### src/rtl/sensor_pkg.sv
// Shared types and the sensor error equation for the sensor fault monitor.
package sensor_pkg;

  typedef enum logic [2:0] {
    IDLE       = 3'd0,
    MONITOR    = 3'd1,
    DEBOUNCE   = 3'd2,
    FAULT      = 3'd3,
    WAIT_CLEAR = 3'd4
  } mon_state_t;

  localparam int SENSOR_W = 4;

  function automatic logic sensor_err(input logic [SENSOR_W-1:0] s);
    return s[0] | (s[1] & (s[3] | s[2]));
  endfunction

endpackage

### src/rtl/sensor_fault_monitor_debounce_cnt.sv
// Debounce run-length counter; terminal flags the last cycle before a fault is declared.
module debounce_cnt #(
  parameter int DEBOUNCE = 4
) (
  input  logic clk,
  input  logic n_rst,
  input  logic clear,
  input  logic count_en,
  output logic terminal
);

  localparam int CW = $clog2(DEBOUNCE + 1);

  logic [CW-1:0] cnt_r;

  // Clear takes priority but still admits a count in the same cycle (restart at one).
  always_ff @(posedge clk or negedge n_rst) begin
    if (!n_rst) begin
      cnt_r <= CW'(0);
    end else if (clear) begin
      cnt_r <= count_en ? CW'(1) : CW'(0);
    end else if (count_en) begin
      cnt_r <= cnt_r + CW'(1);
    end else begin
      cnt_r <= cnt_r;
    end
  end

  assign terminal = (cnt_r == CW'(DEBOUNCE - 1));

endmodule

### src/rtl/sensor_fault_monitor.sv
// Sensor fault sequencer: synchronises sensors, debounces the error, latches a fault
// interrupt with snapshot and saturating count, and waits for ack plus a clear condition.
module sensor_fault_monitor #(
  parameter int DEBOUNCE = 4,
  parameter int CNT_W    = 8
) (
  input  logic             clk,
  input  logic             n_rst,
  input  logic [3:0]       sensors,
  input  logic             enable,
  input  logic             ack,
  input  logic             clear_count,
  output logic             fault_irq,
  output logic [3:0]       fault_snap,
  output logic [CNT_W-1:0] fault_count,
  output logic             busy
);

  import sensor_pkg::*;

  localparam logic [CNT_W-1:0] CNT_MAX = {CNT_W{1'b1}};

  logic [3:0] sync1_r, sync2_r;
  mon_state_t state_r;
  logic raw_err_s, terminal_s, cnt_clear_s, cnt_en_s, enter_fault_s;

  assign raw_err_s = sensor_err(sync2_r);

  // Decide whether this edge declares a fault (DEBOUNCE==1 skips the DEBOUNCE state).
  always_comb begin
    enter_fault_s = 1'b0;
    if (enable && raw_err_s) begin
      if (state_r == MONITOR) begin
        enter_fault_s = (DEBOUNCE == 1);
      end else if (state_r == sensor_pkg::DEBOUNCE) begin
        enter_fault_s = terminal_s;
      end else begin
        enter_fault_s = 1'b0;
      end
    end else begin
      enter_fault_s = 1'b0;
    end
  end

  assign cnt_en_s    = enable && raw_err_s &&
                       (state_r == MONITOR || state_r == sensor_pkg::DEBOUNCE);
  assign cnt_clear_s = !(enable && raw_err_s && state_r == sensor_pkg::DEBOUNCE);

  debounce_cnt #(.DEBOUNCE(DEBOUNCE)) u_debounce_cnt (
    .clk      (clk),
    .n_rst    (n_rst),
    .clear    (cnt_clear_s),
    .count_en (cnt_en_s),
    .terminal (terminal_s)
  );

  // Two-flop synchroniser per sensor bit.
  always_ff @(posedge clk or negedge n_rst) begin
    if (!n_rst) begin
      sync1_r <= 4'b0000;
      sync2_r <= 4'b0000;
    end else begin
      sync1_r <= sensors;
      sync2_r <= sync1_r;
    end
  end

  // Monitor state machine; enable is deliberately ignored while a fault is pending.
  always_ff @(posedge clk or negedge n_rst) begin
    if (!n_rst) begin
      state_r <= IDLE;
    end else begin
      case (state_r)
        IDLE:       state_r <= enable ? MONITOR : IDLE;
        MONITOR: begin
          if (!enable)            state_r <= IDLE;
          else if (enter_fault_s) state_r <= FAULT;
          else if (raw_err_s)     state_r <= sensor_pkg::DEBOUNCE;
          else                    state_r <= MONITOR;
        end
        sensor_pkg::DEBOUNCE: begin
          if (!enable)            state_r <= IDLE;
          else if (!raw_err_s)    state_r <= MONITOR;
          else if (enter_fault_s) state_r <= FAULT;
          else                    state_r <= sensor_pkg::DEBOUNCE;
        end
        FAULT:      state_r <= ack ? WAIT_CLEAR : FAULT;
        WAIT_CLEAR: begin
          if (!raw_err_s) state_r <= enable ? MONITOR : IDLE;
          else            state_r <= WAIT_CLEAR;
        end
        default:    state_r <= IDLE;
      endcase
    end
  end

  // Snapshot and saturating fault counter; a coincident clear restarts the count at one.
  always_ff @(posedge clk or negedge n_rst) begin
    if (!n_rst) begin
      fault_snap  <= 4'b0000;
      fault_count <= CNT_W'(0);
    end else if (enter_fault_s) begin
      fault_snap <= sync2_r;
      if (clear_count)                fault_count <= CNT_W'(1);
      else if (fault_count != CNT_MAX) fault_count <= fault_count + CNT_W'(1);
      else                            fault_count <= fault_count;
    end else if (clear_count) begin
      fault_snap  <= fault_snap;
      fault_count <= CNT_W'(0);
    end else begin
      fault_snap  <= fault_snap;
      fault_count <= fault_count;
    end
  end

  assign fault_irq = (state_r == FAULT);
  assign busy      = (state_r != IDLE);

endmodule

### config.mk
export PLATFORM = sky130hd
export DESIGN_NAME = sensor_fault_monitor
export DESIGN_NICKNAME = d
export VERILOG_FILES = /design/src/rtl/sensor_pkg.sv /design/src/rtl/sensor_fault_monitor_debounce_cnt.sv /design/src/rtl/sensor_fault_monitor.sv
export SDC_FILE = /design/constraint.sdc
export NUM_CORES = 1
export LEC_CHECK = 0
export ABC_AREA = 1
export CAP_MARGIN = 5
export CORE_MARGIN = 2
export CORE_UTILIZATION = 51
export CTS_CLUSTER_DIAMETER = 200
export CTS_CLUSTER_SIZE = 8
export DETAILED_ROUTE_END_ITERATION = 7
export PLACE_DENSITY = 0.89
export REMOVE_ABC_BUFFERS = 1
export SKIP_CTS_REPAIR_TIMING = 1
export SLEW_MARGIN = 20
export SYNTH_ARGS = -nofsm -noshare
export SYNTH_HDL_FRONTEND = slang
export SYNTH_HIERARCHICAL = 1
export SYNTH_SLANG_ARGS = --single-unit
### constraint.sdc
create_clock -name clk -period 1.8 [get_ports clk]
set_clock_uncertainty 0.2 [all_clocks]
set_input_delay 0.36 -clock clk [delete_from_list [all_inputs] [get_ports clk]]
set_output_delay 0.36 -clock clk [all_outputs]
set_load 0.005 [all_outputs]
== After elaboration in Yosys (flattened, before gate mapping) ==
Index checks and enable logic that the tools add are counted.
Storage, ports and cells
  register bits after elaboration: 26
  output and inout bits: 14
  logic and storage cells: 47
Cells by class
  muxes and demuxes: 20
  eq/ne operators: 7
  bitwise gates (word level): 3
  add/sub/neg operators: 2
  reduce and logical (&&, ||, !) cells: 9
Operators by type and width (number)
  8-bit 2-to-1 mux: 4
  3-bit one-hot mux with 5 select lines: 1
  3-bit 2-to-1 mux: 4
  2-bit 2-to-1 mux: 5
  3-bit by 2-bit equality test with 1-bit output, second input constant: 3
  8-bit by 1-bit adder with 8-bit output, second input constant: 1
  8-bit inequality test, second input constant: 1
  1-bit 2-to-1 mux: 6
  2-bit nonzero test: 2
  3-bit by 1-bit adder with 3-bit output, second input constant: 1
  3-bit by 1-bit equality test with 1-bit output, second input constant: 1
  3-bit equality test, second input constant: 1
  1-bit logical AND: 3
  3-bit zero test: 1
  3-bit nonzero test: 1
  2-bit by 1-bit inequality test with 1-bit output, second input constant: 1
  1-bit OR: 2
  2-bit AND reduction: 1
  1-bit bitwise AND: 1
  1-bit logical OR: 1

== Longest topological paths before layout ==
Gate-level depths: netlist of the first run.
  depth in word-level cells: 9
  depth in mapped cells: 8
  depth with buffers taken out: 8

== By module ==
The synthesis of the first run kept the hierarchy.
Modules (own cells, without submodules)
  sensor_fault_monitor: cells each 132, area an instance 1133.6 um2, instances 1
  debounce_cnt: cells each 19, area an instance 157.7 um2, instances 1

== Worst setup path before layout of the first run ==
No wires, ideal clock.
  path type: reg2reg
  start point: reg fault_count[0]
  end point: reg fault_count[0]
  period minus slack after synthesis: 1.544 ns
  slack: 0.256 ns
  stages on the path, launching flop included: 8
  data arrival time: 1.220 ns
  setup time: 0.124 ns
  cell sequence: dfrtp_1 ha_1 nand2_2 nor2_2 nand2_1 nand4_4 nand3_1 nand2_1
Between the ends
  cells in the longest elaborated chain, start to end: 4
  elaborated cells between the ends (all ways): 7
  those cells by class: add/sub: 1; eq/ne: 1; mux: 3; reduce/logical: 2
Ends and longest elaborated chain
  start, declared: RTL line sensor_fault_monitor.sv:15  | output logic [CNT_W-1:0] fault_count,
  start signal, assigned: RTL line sensor_fault_monitor.sv:105  | else if (fault_count != CNT_MAX) fault_count <= fault_count + CNT_W'(1);
  start signal, assigned: RTL line sensor_fault_monitor.sv:106  | else fault_count <= fault_count;
  start signal, assigned: RTL line sensor_fault_monitor.sv:112  | fault_count <= fault_count;
  8-bit by 1-bit adder with 8-bit output: RTL line sensor_fault_monitor.sv:105
  8-bit 2-to-1 mux: RTL line sensor_fault_monitor.sv:105
  8-bit 2-to-1 mux: RTL line sensor_fault_monitor.sv:104  | if (clear_count) fault_count <= CNT_W'(1);
  8-bit 2-to-1 mux: RTL line sensor_fault_monitor.sv:102  | end else if (enter_fault_s) begin
Several ways; a longest one is shown, not always the timed one. The select of a mux whose other input is x is not followed.
A chain may end at the register's enable or synchronous reset.

== Worst setup path after layout of the first run ==
  start point: reg state_r[0]
  end point: out busy
Between the ends
  cells in the longest elaborated chain, start to end: 1
Ends and longest elaborated chain
  start, declared: RTL line sensor_fault_monitor.sv:24  | mon_state_t state_r;
  start signal, assigned: RTL line sensor_fault_monitor.sv:74  | IDLE: state_r <= enable ? MONITOR : IDLE;
  start signal, assigned: RTL line sensor_fault_monitor.sv:78  | else if (raw_err_s) state_r <= sensor_pkg::DEBOUNCE;
  start signal, assigned: RTL line sensor_fault_monitor.sv:85  | else state_r <= sensor_pkg::DEBOUNCE;
  3-bit nonzero test: RTL line sensor_fault_monitor.sv:117  | assign busy = (state_r != IDLE);
  end, declared: RTL line sensor_fault_monitor.sv:16  | output logic busy
No other way between the ends.

==> summary.txt, run 1 <==
status - finished with violations
failing checks - setup timing
predominant post-synthesis flop cell - dfrtp_1
crit-path cells - nor2_2 > nand2_1 > clkdlybuf4s50_1
Mapped Cells - 151
fill count - 178
type of the worst setup path - flip-flop to primary output
initial antenna violation count - 0
post-synthesis register bit count - 26
Seq. cell area - 657 sq um
RSZ-0062 raised after global routing - yes
hold wc startpoint - sync1_r[3]
Via Count - 1172
peak supply drop - 0.680 mV
Iteration-0 DRC Markers - 33
Switch Pwr - 360 uW
Setup crit end kind - primary output
area of the multi-input gates - 579 sq um
I/O pin cnt - 23
Synth area leaders - dfrtp_1 (50%), nand2_1 (15%), nand3_1 (7.0%), inv_1 (4.7%), nor2_8 (3.1%)
Required @ worst endpoint - 1.24 ns
number of enable flip-flop cells after synthesis - 0
Yosys cell types - 20
yosys warns - 6
die area - 2950 sq um
Async SR Flop Fraction - 1.00
final std cells w/o fill - 220
Power Total - 1210 uW
antenna cells - 0
critical path data arrival time - 1.50 ns
Worst Setup SP - state_r[0]
max_cap viols - 0
die height - 54.3 microns
crit share post-route - 1.14
Vias/cell - 5.33
Critical Path Fanout Max - 4
Crit path largest cell delay - 0.45 ns
Fmax - 486 MHz
Synth Area in Compound Gates - 0.0349
post-detail-place hpwl - 2.06 mm
nets@finish - 203
die width - 54.3 microns
xor/xnor share of the synthesized area - 0.00678
drt pass-1 iters - 5
clock root buffer - clkbuf_4
final hold vios - 0
PnR worst setup slack - -0.257 ns
core footprint - 2430 sq um
Synth-to-Final Area Change - 33.9%
switch share - 0.297
pin count of the biggest net entering global routing - 27
first-pass GRT wire length - 4.33 mm
syn avg cell area - 8.55 sq um
layout cells sized above 1 - 0.205
mux share of post-synthesis cell area - 0
Port-buffer cells - 22
Clock Power Share - 0.246
P per Cell Area - 699 nW/um^2
antenna violation net count after detailed routing - 0
Clk pin slew, worst setup/hold paths - 0.14 ns
Residual DRC - 0
most frequent cells after synthesis - nand2_1 (51), dfrtp_1 (26), nand3_1 (18), inv_1 (16), nor2_1 (10)
Comb power frac - 0.205
largest family of logic cells by synthesized area - simple AND/OR/NAND/NOR gates
CTS tree - built
P_leak - 0.00107 uW
Post-Synth Simple-Gate Area - 0.370
FF-to-FF Start - fault_count[0]
post-synth top area cell - dfrtp_1
count of final max-slew check failures - 0
headroom to the max-slew limit - 0.696
P_int - 850 uW
Worst Hold Slack - 0.164 ns
crit path launch type - flip-flop
WL/cell - 13.0 microns
clock latency reported for the late side of the worst-skew pair - 0.32 ns
Global Route Usage Sum - 0.210
worst slack, placed - 0.0130 ns
Clock Tree Buf Depth - 2
Final GP Congestion - 0.821
Setup violations, final - 2
Critical Path Slowest Stage Cell - dfrtp_1
Slew @ Worst Pin - 0.456 ns
Sink Count - 26
vias in the first global route - 1033
Sequential Power Share - 0.549
register area share after synthesis - 0.504
Netlist Area Pre-Place - 1290 sq um
Site Rows - 18
top cell type's share of synthesized area - 0.504
H-tree depth - 1
most common cell in the netlist - nand2_1
Placed Cells - 206
total gr overflow - 0
Total Wirelength - 2.86 mm
CTS Buf Count - 3
Post-Synth Adder-Cell Area - 0.0291
Final min period - 2.06 ns
Hold WC Path Type - flip-flop to flip-flop
Starting Density - 0.531
critical path: cells and delay by family, from the launching register on:
kind	cells	cell delay, ns
buf+inv	1	0.45
flops	1	0.45
simple gates	2	0.27
path summary, 6_finish.rpt:
kind	endpoint	cells after the start	slack, ns
max reg2reg	fault_count[1]	7	0.12
min in group asynchronous	fault_count[6]	2	0.17
min reg2reg	sync2_r[3]	0	0.16
max in group asynchronous	state_r[1]	2	0.97
max	busy	3	-0.26
min	sync2_r[3]	0	0.16
logic make-up after synthesis:
family                   after synthesis
flip-flops                            26
XOR/XNOR                               1
adder cells (fa/ha/maj)                3
AO/OA/AOI/OAI                          7
AND/OR/NAND/NOR                       96
buffers and inverters                 18
per-layer routing:
| layer | global-route usage | share of wire | up-vias |
|---|---|---|---|
| met3 | 0.0355 | 0.045 | 4 |
| li1 | - | - | 562 |
| met5 | 0 | 0 | - |
| met1 | 0.247 | 0.39 | 561 |
| met4 | 0.113 | 0.017 | 0 |
| met2 | 0.363 | 0.55 | 45 |
power groups by stage:
| stage | clock, uW | sequential, uW | combinational (uW) |
|---|---|---|---|
| after CTS | 303 | 657 | 238 |
| after floorplan | 0 | 659 | 134 |
| final | 297 | 664 | 248 |
| after detailed placement | 0 | 668 | 238 |
| after global placement | 0 | 663 | 222 |
| after global routing | 332 | 669 | 276 |
metrics by stage:
stage | util | area [sq um] | TNS, ns
after detailed placement | 0.647 | 1570 | 0
after global routing | 0.711 | 1730 | -0.492
final | 0.711 | 1730 | -0.341
after CTS | 0.662 | 1610 | -1.31
after floorplan | - | 1290 | 0
after global placement | 0.647 | 1570 | 0
flip-flops by register name, indices dropped and copies added, names as in the netlist:
register and flops:
fault_count 8, fault_snap 4, state_r 3, sync1_r 4, sync2_r 4, u_debounce_cnt/cnt_r 3
layout by cell type (no fill, tap or decap), drive strengths merged, types with 3 or more instances in the layout:
cell	instances
buf	14
clkbuf	4
clkdlybuf4s50	11
dfrtp	26
dlymetal6s2s	11
ha	3
inv	17
nand2	55
nand3	19
nand4	6
nor2	15
o21ai	3
cell type report:
| cell class | instances | share of cell area |
|---|---|---|
| clock buffers | 4 | 0.0210 |
| inverters | 17 | 0.0384 |
| multi-input cells | 107 | 0.335 |
| flip-flops and latches | 26 | 0.380 |
| well taps | 30 | 0.0217 |
| repair buffers | 36 | 0.204 |
Power figures use the tool's default switching activity.
==> inputs of run 2 (changes only) <==
- SKIP_CTS_REPAIR_TIMING: 1 -> default
==> run 2 against run 1 <==
The flow now finishes without violations. Combinational power is 76% higher. Critical path depth stayed put. Utilization is 5.8 points higher. Design area is 8.1% higher. Final cell count is 5.5% higher. Register-to-register slack worse by 0.08 ns. Sequential share of layout area is 3.0 points lower. Die area stayed put. Maximum frequency is 16% higher. Via count is 10% higher. Flip-flop and latch count stayed put. Largest cell class unchanged.
==> summary.txt, run 2 (synthesis gave the netlist of run 1 again) <==
max reg flops - 8
area of the multi-input gates - 644 sq um
Crit path largest cell delay - 0.44 ns
Clock Power Share - 0.216
Crit path buffers/inverters - 1
final hold vios - 0
die width - 54.3 microns
Final GP Congestion - 0.821
clock root buffer - clkbuf_4
P_int - 954 uW
Power Total - 1390 uW
die height - 54.3 microns
fill count - 154
drt pass-1 iters - 4
I/O pin cnt - 23
Site Rows - 18
Largest Register - fault_count
headroom to the max-slew limit - 0.687
commonest non-fill, non-tap cells in the layout - nand2_1 (47), dfrtp_1 (23), buf_4 (21)
Sequential Power Share - 0.470
Sink Count - 26
Port-buffer cells - 22
Vias/cell - 5.56
Crit path max-delay family - flip-flops
clock latency reported for the late side of the worst-skew pair - 0.32 ns
Critical Path Fanout Max - 2
max_cap viols - 0
switch share - 0.313
antenna violation net count after detailed routing - 0
Residual DRC - 0
initial antenna violation count - 0
post-detail-place hpwl - 2.06 mm
count of final max-slew check failures - 0
Placed Cells - 206
status - finished clean
nets@finish - 215
antenna cells - 0
WL/cell - 15.4 microns
r2r setup slk - 0.04 ns
final std cells w/o fill - 232
Fmax - 566 MHz
worst reg2reg path depth - 9
PnR worst setup slack - 0.0319 ns
worst slack, placed - 0.0130 ns
Levels on crit path - 3
Worst Setup SP - state_r[0]
layout cells sized above 1 - 0.272
Global Route Usage Sum - 0.234
Critical Path Slowest Stage Cell - dfrtp_1
Synth-to-Final Area Change - 44.8%
Via Count - 1289
Clk pin slew, worst setup/hold paths - 0.14 ns
crit share post-route - 0.982
Comb power frac - 0.315
H-tree depth - 1
crit-path cells - nor2_2 > nand2_1 > clkdlybuf4s15_1
Total Wirelength - 3.58 mm
crit path launch type - flip-flop
Core Util, Final - 0.769
Seq. cell area - 654 sq um
vias in the first global route - 1119
CTS tree - built
Setup crit end kind - primary output
peak supply drop - 0.691 mV
Setup violations, final - 0
Final min period - 1.77 ns
reg-to-reg critical path endpoint - fault_count[7]
pin count of the biggest net entering global routing - 27
CP endpoint - busy
FF-to-FF Start - state_r[0]
total gr overflow - 0
P_leak - 0.00113 uW
Required @ worst endpoint - 1.24 ns
type of the worst setup path - flip-flop to primary output
core footprint - 2430 sq um
critical path data arrival time - 1.21 ns
Clock Tree Buf Depth - 2
Slew @ Worst Pin - 0.469 ns
die area - 2950 sq um
first-pass GRT wire length - 4.78 mm
P per Cell Area - 743 nW/um^2
hold path depth - 0
Starting Density - 0.531
most common cell after layout, fill and taps aside - nand2_1
Switch Pwr - 435 uW
Iteration-0 DRC Markers - 56
Hold WC Path Type - flip-flop to flip-flop
CTS Buf Count - 3
run 2: power groups by stage:
stage / clock network, uW / logic, uW / registers (uW)
6_report: 299 / 437 / 652
5_1_grt: 334 / 472 / 655
4_1_cts: 303 / 331 / 645
3_5_place_dp: 0 / 238 / 668
3_3_place_gp: 0 / 222 / 663
2_1_floorplan: 0 / 134 / 659
run 2: repair_timing:
action / 4_1_cts / 5_1_grt
resized for setup: 13 / 25
cloned: 0 / 2
hold buffers: 0 / 0
setup endpoints to repair: 10 / 27
buffers inserted: 15 / 5
pin swaps: 1 / 11
run 2: how the worst min path moves through the flow:
stage | slack [ns] | to | startpoint
2_1_floorplan | -0.14 | fault_count[0] | n_rst
3_3_place_gp | 0.13 | sync2_r[3] | sync1_r[3]
3_5_place_dp | 0.13 | sync2_r[3] | sync1_r[3]
4_1_cts | 0.17 | sync2_r[3] | sync1_r[3]
5_1_grt | 0.18 | sync2_r[3] | sync1_r[3]
6_report | 0.16 | sync2_r[3] | sync1_r[3]
run 2: metal layers:
| layer | GRT usage | part of all wire | vias to the layer above |
|---|---|---|---|
| met4 | 0.158 | 0.026 | 0 |
| li1 | - | - | 591 |
| met1 | 0.274 | 0.39 | 608 |
| met5 | 0 | 0 | - |
| met3 | 0.0437 | 0.066 | 12 |
| met2 | 0.388 | 0.52 | 78 |
run 2: cell type report:
class,count,share of cell area
timing repair buffer,46,0.230
sequential,26,0.350
inverter,17,0.0355
tap,30,0.0201
multi-input combinational,109,0.345
clock buffer,4,0.0194
run 2: metrics by stage:
step                instance area (sq um)  hold WS, ns  setup TNS (ns)
global placement                     1570        0.131               0
finish                               1870        0.165               0
CTS                                  1730        0.166               0
global route                         1870        0.178          -0.167
detailed placement                   1570        0.135               0
floorplan                            1290       -0.136               0
